## src/rtl/mips_mem_pkg.sv

```systemverilog
// Shared encodings for the MEM-stage data-memory access unit.
// Optional build macro used by the unit: MEM_MISALIGN_TRAP_EN.
package mips_mem_pkg;

    localparam logic [1:0] SZ_BYTE = 2'b00;
    localparam logic [1:0] SZ_HALF = 2'b01;
    localparam logic [1:0] SZ_WORD = 2'b10;

    localparam int unsigned DEF_TIMEOUT_CYCLES = 255;
    localparam int unsigned DEF_TO_W           = 8;

    typedef enum logic [1:0] {
        ST_IDLE = 2'b00,
        ST_BUSY = 2'b01,
        ST_DONE = 2'b10
    } mem_state_e;

    // Bus payload held stable for the whole BUSY phase.
    typedef struct packed {
        logic        we;
        logic [31:0] addr;
        logic [3:0]  be;
        logic [31:0] wdata;
    } dmem_bus_t;

    // True when the low address bits do not fit the access size.
    function automatic logic is_misaligned(input logic [1:0] size, input logic [1:0] a);
        case (size)
            SZ_BYTE: return 1'b0;
            SZ_HALF: return a[0];
            default: return (a != 2'b00);
        endcase
    endfunction

endpackage

```

## src/rtl/mem_lane_align.sv

```systemverilog
// Byte-lane steering: store byte enables / replicated data, and load
// byte/half selection with sign or zero extension (little-endian lanes).
module mem_lane_align
    import mips_mem_pkg::*;
(
    input  logic [1:0]  st_size_i,
    input  logic [1:0]  st_a_i,
    input  logic [31:0] st_data_i,
    output logic [3:0]  be_c,
    output logic [31:0] wdata_c,
    input  logic [1:0]  ld_size_i,
    input  logic [1:0]  ld_a_i,
    input  logic        ld_unsigned_i,
    input  logic [31:0] rdata_i,
    output logic [31:0] ld_data_c
);

    logic [7:0]  ld_byte;
    logic [15:0] ld_half;

    // Store lanes; misaligned halves/words fall back to their natural lane.
    always_comb begin
        be_c    = 4'b1111;
        wdata_c = st_data_i;
        case (st_size_i)
            SZ_BYTE: begin
                be_c    = 4'b0001 << st_a_i;
                wdata_c = {4{st_data_i[7:0]}};
            end
            SZ_HALF: begin
                be_c    = st_a_i[1] ? 4'b1100 : 4'b0011;
                wdata_c = {2{st_data_i[15:0]}};
            end
            default: ;
        endcase
    end

    assign ld_byte = rdata_i[{ld_a_i, 3'b000} +: 8];
    assign ld_half = ld_a_i[1] ? rdata_i[31:16] : rdata_i[15:0];

    always_comb begin
        ld_data_c = rdata_i;
        case (ld_size_i)
            SZ_BYTE: ld_data_c = ld_unsigned_i ? {24'h000000, ld_byte}
                                               : {{24{ld_byte[7]}}, ld_byte};
            SZ_HALF: ld_data_c = ld_unsigned_i ? {16'h0000, ld_half}
                                               : {{16{ld_half[15]}}, ld_half};
            default: ;
        endcase
    end

endmodule

```

## src/rtl/mem_access_unit.sv

```systemverilog
// MEM-stage load/store engine: turns an EX/MEM access into a req/ack bus
// transaction, stalls the pipe meanwhile. Optional macro: MEM_MISALIGN_TRAP_EN.
module mem_access_unit
    import mips_mem_pkg::*;
#(
    parameter int unsigned TIMEOUT_CYCLES = DEF_TIMEOUT_CYCLES,
    parameter int unsigned TO_W           = DEF_TO_W
) (
    input  logic        clk,
    input  logic        reset,
    input  logic        op_valid,
    input  logic        mem_read,
    input  logic        mem_write,
    input  logic [1:0]  mem_size,
    input  logic        mem_unsigned,
    input  logic [31:0] alu_out,
    input  logic [31:0] r2_out,
    output logic        dmem_req,
    output logic        dmem_we,
    output logic [31:0] dmem_addr,
    output logic [3:0]  dmem_be,
    output logic [31:0] dmem_wdata,
    input  logic        dmem_ack,
    input  logic [31:0] dmem_rdata,
    output logic        mem_stall,
    output logic [31:0] load_data,
    output logic        load_valid,
    output logic        bus_err
`ifdef MEM_MISALIGN_TRAP_EN
    ,
    output logic        misalign_exc
`endif
);

    mem_state_e      state_q, state_d;
    dmem_bus_t       bus_q, bus_d;
    logic            req_q, req_d;
    logic [1:0]      size_q, size_d;
    logic [1:0]      a_q, a_d;
    logic            uns_q, uns_d;
    logic [TO_W-1:0] cnt_q, cnt_d;
    logic [31:0]     load_data_q, load_data_d;
    logic            load_valid_q, load_valid_d;
    logic            bus_err_q, bus_err_d;
`ifdef MEM_MISALIGN_TRAP_EN
    logic            misalign_q, misalign_d;
`endif

    logic        access;
    logic [3:0]  be_c;
    logic [31:0] wdata_c;
    logic [31:0] ld_data_c;

    assign access = op_valid & (mem_read | mem_write);

    // Store lanes come from live EX/MEM; load extraction uses the latched request.
    mem_lane_align u_lane (
        .st_size_i     (mem_size),
        .st_a_i        (alu_out[1:0]),
        .st_data_i     (r2_out),
        .be_c          (be_c),
        .wdata_c       (wdata_c),
        .ld_size_i     (size_q),
        .ld_a_i        (a_q),
        .ld_unsigned_i (uns_q),
        .rdata_i       (dmem_rdata),
        .ld_data_c     (ld_data_c)
    );

    always_comb begin
        state_d      = state_q;
        bus_d        = bus_q;
        req_d        = req_q;
        size_d       = size_q;
        a_d          = a_q;
        uns_d        = uns_q;
        cnt_d        = cnt_q;
        load_data_d  = load_data_q;
        load_valid_d = 1'b0;
        bus_err_d    = 1'b0;
        mem_stall    = 1'b0;
`ifdef MEM_MISALIGN_TRAP_EN
        misalign_d   = 1'b0;
`endif
        case (state_q)
            ST_IDLE: begin
                if (access) begin
                    mem_stall   = 1'b1;
                    bus_d.we    = mem_write;
                    bus_d.addr  = {alu_out[31:2], 2'b00};
                    bus_d.be    = be_c;
                    bus_d.wdata = wdata_c;
                    size_d      = mem_size;
                    a_d         = alu_out[1:0];
                    uns_d       = mem_unsigned;
                    cnt_d       = '0;
`ifdef MEM_MISALIGN_TRAP_EN
                    if (is_misaligned(mem_size, alu_out[1:0])) begin
                        bus_d.we     = 1'b0;
                        bus_d.be     = 4'b0000;
                        load_data_d  = '0;
                        load_valid_d = ~mem_write;
                        misalign_d   = 1'b1;
                        state_d      = ST_DONE;
                    end else
`endif
                    begin
                        req_d   = 1'b1;
                        state_d = ST_BUSY;
                    end
                end
            end
            ST_BUSY: begin
                mem_stall = 1'b1;
                if (dmem_ack) begin
                    req_d        = 1'b0;
                    bus_d.we     = 1'b0;
                    bus_d.be     = 4'b0000;
                    load_valid_d = ~bus_q.we;
                    if (!bus_q.we) begin
                        load_data_d = ld_data_c;
                    end
                    state_d = ST_DONE;
                end else if (cnt_q == TO_W'(TIMEOUT_CYCLES - 1)) begin
                    // Abort: report through bus_err and a zero load result.
                    req_d        = 1'b0;
                    bus_d.we     = 1'b0;
                    bus_d.be     = 4'b0000;
                    load_data_d  = '0;
                    load_valid_d = ~bus_q.we;
                    bus_err_d    = 1'b1;
                    state_d      = ST_DONE;
                end else begin
                    cnt_d = cnt_q + TO_W'(1);
                end
            end
            ST_DONE: begin
                state_d = ST_IDLE;
            end
            default: begin
                state_d = ST_IDLE;
            end
        endcase
    end

    always_ff @(posedge clk or negedge reset) begin
        if (!reset) begin
            state_q      <= ST_IDLE;
            bus_q        <= '0;
            req_q        <= 1'b0;
            size_q       <= SZ_BYTE;
            a_q          <= 2'b00;
            uns_q        <= 1'b0;
            cnt_q        <= '0;
            load_data_q  <= '0;
            load_valid_q <= 1'b0;
            bus_err_q    <= 1'b0;
        end else begin
            state_q      <= state_d;
            bus_q        <= bus_d;
            req_q        <= req_d;
            size_q       <= size_d;
            a_q          <= a_d;
            uns_q        <= uns_d;
            cnt_q        <= cnt_d;
            load_data_q  <= load_data_d;
            load_valid_q <= load_valid_d;
            bus_err_q    <= bus_err_d;
        end
    end

`ifdef MEM_MISALIGN_TRAP_EN
    always_ff @(posedge clk or negedge reset) begin
        if (!reset) begin
            misalign_q <= 1'b0;
        end else begin
            misalign_q <= misalign_d;
        end
    end

    assign misalign_exc = misalign_q;
`endif

    assign dmem_req   = req_q;
    assign dmem_we    = bus_q.we;
    assign dmem_addr  = bus_q.addr;
    assign dmem_be    = bus_q.be;
    assign dmem_wdata = bus_q.wdata;
    assign load_data  = load_data_q;
    assign load_valid = load_valid_q;
    assign bus_err    = bus_err_q;

endmodule

```

## config.mk

```make
export PLATFORM = sky130hd
export DESIGN_NAME = mem_access_unit
export DESIGN_NICKNAME = d
export VERILOG_FILES = /design/src/rtl/mips_mem_pkg.sv /design/src/rtl/mem_lane_align.sv /design/src/rtl/mem_access_unit.sv
export SDC_FILE = /design/constraint.sdc
export NUM_CORES = 1
export LEC_CHECK = 0
export BUFFER_PORTS_ARGS = -buffer_cell sky130_fd_sc_hd__buf_2
export CORE_MARGIN = 1.5
export CORE_UTILIZATION = 49
export CTS_CLUSTER_DIAMETER = 120
export DETAILED_ROUTE_END_ITERATION = 12
export PLACE_DENSITY = 0.8
export SYNTH_ARGS = -nofsm -noshare
export SYNTH_HDL_FRONTEND = slang
export SYNTH_SLANG_ARGS = --single-unit
```

## constraint.sdc

```tcl
create_clock -name clk -period 2.25 [get_ports clk]
set_clock_uncertainty 0.1 [all_clocks]
set_input_delay 0.225 -clock clk [delete_from_list [all_inputs] [get_ports clk]]
set_output_delay 0.225 -clock clk [all_outputs]
set_load 0.05 [all_outputs]
```

== Word level (Yosys, flattened, before mapping) ==
Index checks and enable logic that the tools add are counted.

* Register bits after elaboration: 117
* Latch bits: 0
* RAM bits: 0
* Memory bits (read-only): 0
* Input port bits: 105
* Output and inout port bits: 105
* Word-level logic and storage cells: 73
* Memories: 0

* Add/sub/neg operators: 1
* Multipliers: 0
* Divide/modulo/power cells: 0
* Magnitude comparators: 0
* Equality and inequality tests: 9
* Shifts and indexed selects: 2
* Mux-type cells: 35
* Bitwise logic cells: 3
* Reduce and logical (&&, ||, !) cells: 10

{| class="wikitable"
|+ Operators with widths
! cell !! count
|-
| 32-bit two-way mux || 5
|-
| 32-bit one-hot mux with 2 select lines || 2
|-
| 69-bit two-way mux || 1
|-
| 32-bit by 6-bit indexed part select with 8-bit output || 1
|-
| 8-bit two-way mux || 3
|-
| 16-bit two-way mux || 1
|-
| 4-bit one-hot mux with 2 select lines || 2
|-
| 8-bit one-hot mux with 2 select lines || 1
|-
| 4-bit two-way mux || 3
|-
| 1-bit two-way mux || 10
|-
| 8-bit by 1-bit adder with 8-bit output (second input constant) || 1
|-
| 8-bit equality test (second input constant) || 1
|-
| 2-bit inequality test (second input constant) || 4
|-
| 2-bit by 1-bit equality test with 1-bit output (second input constant) || 3
|-
| 2-bit zero test || 3
|-
| 2-bit two-way mux || 3
|-
| 1-bit one-hot mux with 2 select lines || 3
|-
| 3-bit AND reduction || 2
|-
| 2-bit one-hot mux with 2 select lines || 1
|-
| 2-bit AND reduction || 2
|-
| 4-bit AND reduction || 1
|-
| 2-bit nonzero test || 2
|-
| 1-bit by 2-bit left shift with 4-bit output (first input constant) || 1
|-
| 3-bit inequality test (second input constant) || 1
|-
| 3 further kinds || 3
|}

== Logic depth before layout (Yosys ltp) ==
* Word-level depth: 5
* Mapped depth: 7

== Hierarchy ==
A second synthesis with hierarchy kept.

* Cells, all modules: 599
* Area, all modules: 5686.7 um2

{| class="wikitable"
|+ Modules (own cells, without submodules)
! module !! instances !! cells an instance !! area each (um2) !! sequential area each (um2)
|-
| mem_access_unit || 1 || 443 || 4538.1 || 2927.8
|-
| mem_lane_align || 1 || 156 || 1148.6 || 0.0
|}

== Least setup slack after synthesis ==
Ideal clock, no wire load.

* Path type: register to register
* From: reg bus_q, in the netlist dmem_we
* To: reg load_data_q[16] (netlist: load_data[16])
* Data arrival time: 1.691 ns
* Slack: 0.333 ns
* Cell stages (with the launch flop): 6
* Buffers on the path: 2
* Period minus slack after synthesis: 1.917 ns
* Cells stage by stage: dfrtp_1 > and4bb_4 > and2_1 > clkbuf_2 > clkbuf_8 > a221o_1

* Cells in the longest elaborated chain, start to end: 2

{| class="wikitable"
|+ Ends and longest elaborated chain
! what !! RTL line !! source
|-
| from (decl) || mem_access_unit.sv:36 || <nowiki>dmem_bus_t bus_q, bus_d;</nowiki>
|-
| from (signal assigned) || mem_access_unit.sv:160 || <nowiki>bus_q <= bus_d;</nowiki>
|-
| 2-bit inequality test (no source line) || - ||
|-
| 3-bit AND reduction (no source line) || - ||
|-
| to (signal assigned) || mem_access_unit.sv:166 || <nowiki>load_data_q <= load_data_d;</nowiki>
|-
| to (decl) || mem_access_unit.sv:42 || <nowiki>logic [31:0] load_data_q, load_data_d;</nowiki>
|}

Every way passes these cells.
A chain may end at the register's enable or synchronous reset.

== Worst setup path in the final report ==
* From: reg cnt_q[0]
* To: reg load_data_q[26] (netlist: load_data[26])

* Cells in the longest elaborated chain, start to end: 3

{| class="wikitable"
|+ Ends and longest elaborated chain
! what !! RTL line !! source
|-
| from (decl) || mem_access_unit.sv:41 || <nowiki>logic [TO_W-1:0] cnt_q, cnt_d;</nowiki>
|-
| from (signal assigned) || mem_access_unit.sv:165 || <nowiki>cnt_q <= cnt_d;</nowiki>
|-
| 8-bit equality test || mem_access_unit.sv:124 || <nowiki>end else if (cnt_q == TO_W'(TIMEOUT_CYCLES - 1)) begin</nowiki>
|-
| 2-bit nonzero test (no source line) || - ||
|-
| 3-bit AND reduction (no source line) || - ||
|}

Every way passes these cells.

==> flow_metrics.py <==
metrics = {
    "routing": {
        "post_drt_wl_per_cell_um": 17.2,
        "ant_nets": 0,
        "drc": 0,
        "finalWirelength_um": 17300,
        "dr.first_iter.drc_count": 352,
        "drt-vias-per-instance": 5.43,
        "drtPass1Iterations": 5,
        "via_count": 5461,
    },
    "final_layout": {
        "layout-drive-gt1-share_pct": 30.5,
        "diodes": 0,
        "nets": 961,
        "areaGrowthSynthToFinish_pct": 50.1,
        "postLayoutCellArea_um2": 8080,
        "stdcell_count": 1005,
    },
    "clock_network": {
        "clkTransAtPathRegs_ns": 0.05,
        "cts_buffer_depth": 2,
        "cts_made_buffers": 17,
        "cts_tree": "done",
        "cts_resized": 0,
        "root_buffer": "clkbuf_8",
        "cts_sinks": 117,
        "ctsHtreeMaxLevel": 4,
        "clkLatencyLatePin_ns": 0.50,
    },
    "pwr": {
        "leakage_nw": 4.12,
        "ir_worst_vdd_v": 0.000990,
        "power_w": 0.0110,
        "power.density_nw_per_um2": 1360,
    },
    "synth": {
        "synthFlopType": "dfrtp_1",
        "yosysUniqueCellTypes": 48,
        "ys_ff_latch": 117,
        "synth_compound_area_share_pct": 17.1,
        "synth_mux_area_share_pct": 6.35,
        "synth_area_um2": 5380,
        "synth_common_cells": "nand2_1 (159), dfrtp_1 (117), o21ai_0 (46)",
        "yosysWarnings": 0,
        "yosysMostFrequentCell": "nand2_1",
        "yosys.area.top_type_share_pct": 54.4,
        "synth_top_area_cell": "dfrtp_1",
        "synth_xor_area_share_pct": 0.163,
        "ys_seq_area_share_pct": 54.4,
        "synth_area_per_cell_um2": 9.73,
        "ys_async_sr_fraction_pct": 100,
        "synthSimpleGateAreaFrac_pct": 17.4,
        "synthCells": 553,
        "synth_edf_count": 0,
        "ys_top_cells_by_area": "dfrtp_1 (54%), nand2_1 (11%), mux2i_1 (4.5%), o21ai_0 (4.3%), o2bb2ai_1 (3.4%)",
        "synth_adder_area_share_pct": 0.465,
        "synth_top_family_by_area": "simple AND/OR/NAND/NOR gates",
    },
    "run_status": {
        "status": "finished clean",
    },
    "setup_path": {
        "max_stage_delay_ns": 0.43,
        "cp.required_ns": 2.53,
        "critPathArrivalTime_ns": 2.28,
        "path_cells": "inv_1, ha_1, nand3_1, nor3_2, o21ai_2, buf_4, a221o_1",
        "r2r_slack_ns": 0.25,
        "start_kind": "flop",
        "crit_buf_inv": 2,
        "worst-setup-path-type": "flop to flop",
        "cp_max_fo": 32,
        "crit_path_top_delay_cell": "dfrtp_1",
        "crit_family": "compound AO/OA/AOI/OAI gates",
        "worstSetupEndpointType": "flop",
    },
    "global_route": {
        "grt_pass1_wl_um": 27400,
        "grt_max_degree": 52,
        "grt_pass1_vias": 5491,
        "antenna_found_initial": 0,
        "grt-ovfl-total": 0,
        "grt_usage_pct": 30.6,
    },
    "timing": {
        "whs_ns": 0.0534,
        "finalHoldViolCount": 0,
        "fmax_mhz": 499,
        "fin_setup_tns_ns": 0,
        "relSlewSlack_pct": 55.2,
        "worst_pin_slew_ns": 0.672,
        "fin_crit_ns": 2.00,
        "rsz0062_at_grt": "no",
        "timing.final.crit_share_pct": 89.0,
        "slew_violations": 0,
        "setup-violations-final": 0,
    },
    "placed_design": {
        "port_buffers": 207,
        "place_inst": 875,
        "gp_congestion": 0.965,
        "place_area_um2": 6530,
        "hpwl_um": 10900,
    },
    "run": {
        "maxCapViolations": 0,
    },
    "die": {
        "io_pins": 210,
        "core_um2": 10800,
        "die_h_um": 108,
        "initial_core_util_pct": 49.8,
        "die-width_um": 108,
        "die_area_um2": 11600,
        "rows": 38,
    },
    "worst_hold_path": {
        "hp-class": "input pin to flop",
    },
}
==> where the power goes <==
| group | switching [W] | leakage [nW] | internal (W) | total [W] |
|---|---|---|---|---|
| Clock | 0.000895 | 0.271 | 0.00159 | 0.00249 |
| Sequential | 0.000561 | 1.47 | 0.00285 | 0.00341 |
| Combinational | 0.00374 | 2.38 | 0.00135 | 0.00509 |
==> cell usage in the layout (no fill, tap or decap), drive strengths merged <==
| cell type | synthesis | routed |
|---|---|---|
| a21o | 1 | 1 |
| a21oi | 19 | 19 |
| a221o | 17 | 17 |
| a22o | 1 | 1 |
| a22oi | 1 | 1 |
| a32o | 1 | 1 |
| and2 | 2 | 2 |
| and3 | 2 | 2 |
| and4bb | 1 | 1 |
| buf | 17 | 219 |
| bufinv | 0 | 1 |
| clkbuf | 21 | 26 |
| clkinv | 1 | 4 |
| conb | 1 | 2 |
| dfrtp | 117 | 117 |
| dlygate4sd3 | 0 | 100 |
| ha | 2 | 2 |
| inv | 6 | 6 |
| mux2 | 9 | 9 |
| mux2i | 24 | 24 |
| nand2 | 159 | 159 |
| nand2b | 2 | 2 |
| nand3 | 7 | 7 |
| nand4 | 2 | 2 |
| nor2 | 25 | 25 |
| nor2b | 4 | 4 |
| nor3 | 10 | 10 |
| nor3b | 1 | 1 |
| o211a | 1 | 1 |
| o211ai | 5 | 5 |
| o21a | 15 | 15 |
| o21ai | 49 | 49 |
| o21bai | 1 | 1 |
| o2bb2ai | 21 | 21 |
| o311ai | 1 | 1 |
| o31ai | 1 | 1 |
| or4 | 4 | 4 |
| or4b | 1 | 1 |
| xor2 | 1 | 1 |
==> layer usage <==
metal	part of all wire, %	global-route usage, %	wire length [µm]
met3	8.0	7.14	1390
met1	39	36.9	6770
met2	51	53.0	8750
met4	2.4	11.8	407
met5	0	0	0
==> flip-flops by register name (all words and copies together), names as in the netlist <==
name and cells:
cnt_q 8, dmem_req 1, state_q 2, a_q 2, bus_err 1, dmem_be 4
dmem_addr 30, uns_q 1, load_data 32, size_q 2, dmem_wdata 32, dmem_we 1
load_valid 1
==> final cells by class <==
class	count	area (µm²)
Sequential cell	117	2930
Fill cell	693	2720
Multi-Input combinational cell	392	2250
Timing Repair Buffer	319	2150
Clock buffer	26	498
Tap cell	140	175
Clock inverter	4	45.0
Inverter	7	26.3
==> cell families after synthesis <==
| family | count (synthesis) |
|---|---|
| XOR/XNOR | 1 |
| buffers and inverters | 45 |
| adder cells (fa/ha/maj) | 2 |
| flip-flops | 117 |
| multiplexers | 33 |
| other | 1 |
| AO/OA/AOI/OAI | 134 |
| AND/OR/NAND/NOR | 220 |
==> final timing paths <==
path / startpoint / endpoint / cells past startpoint
setup / recovery: cnt_q[0] / load_data[26] / 7
hold / removal: mem_size[0] / size_q[0] / 3
setup reg to reg: cnt_q[0] / load_data[26] / 7
hold reg to reg: dmem_addr[12] / dmem_addr[12] / 2
max in group asynchronous: reset / load_data[30] / 3
min in group asynchronous: reset / dmem_addr[29] / 2
==> worst reg2reg max path: cells and delay by family, from the launching register on <==
kind / cells / cell delay, ns
compound gates: 2 / 0.49
simple gates: 2 / 0.39
flops: 1 / 0.43
fa+ha+maj: 1 / 0.15
buf+inv: 2 / 0.33
==> metrics by stage <==
step	util [%]	setup WS [ns]
detailed placement	60.5	0.291
floorplan	-	0.333
global placement	60.5	0.363
global route	74.8	0.0805
CTS	74.8	0.252
finish	74.8	0.248
==> what timing repair did <==
item | 4_1_cts | 5_1_grt
endpoints found under the hold margin | 218 | 0
hold buffers | 100 | 0
buffers inserted | 0 | 0
Note: power is estimated with default switching activity, not from simulation.
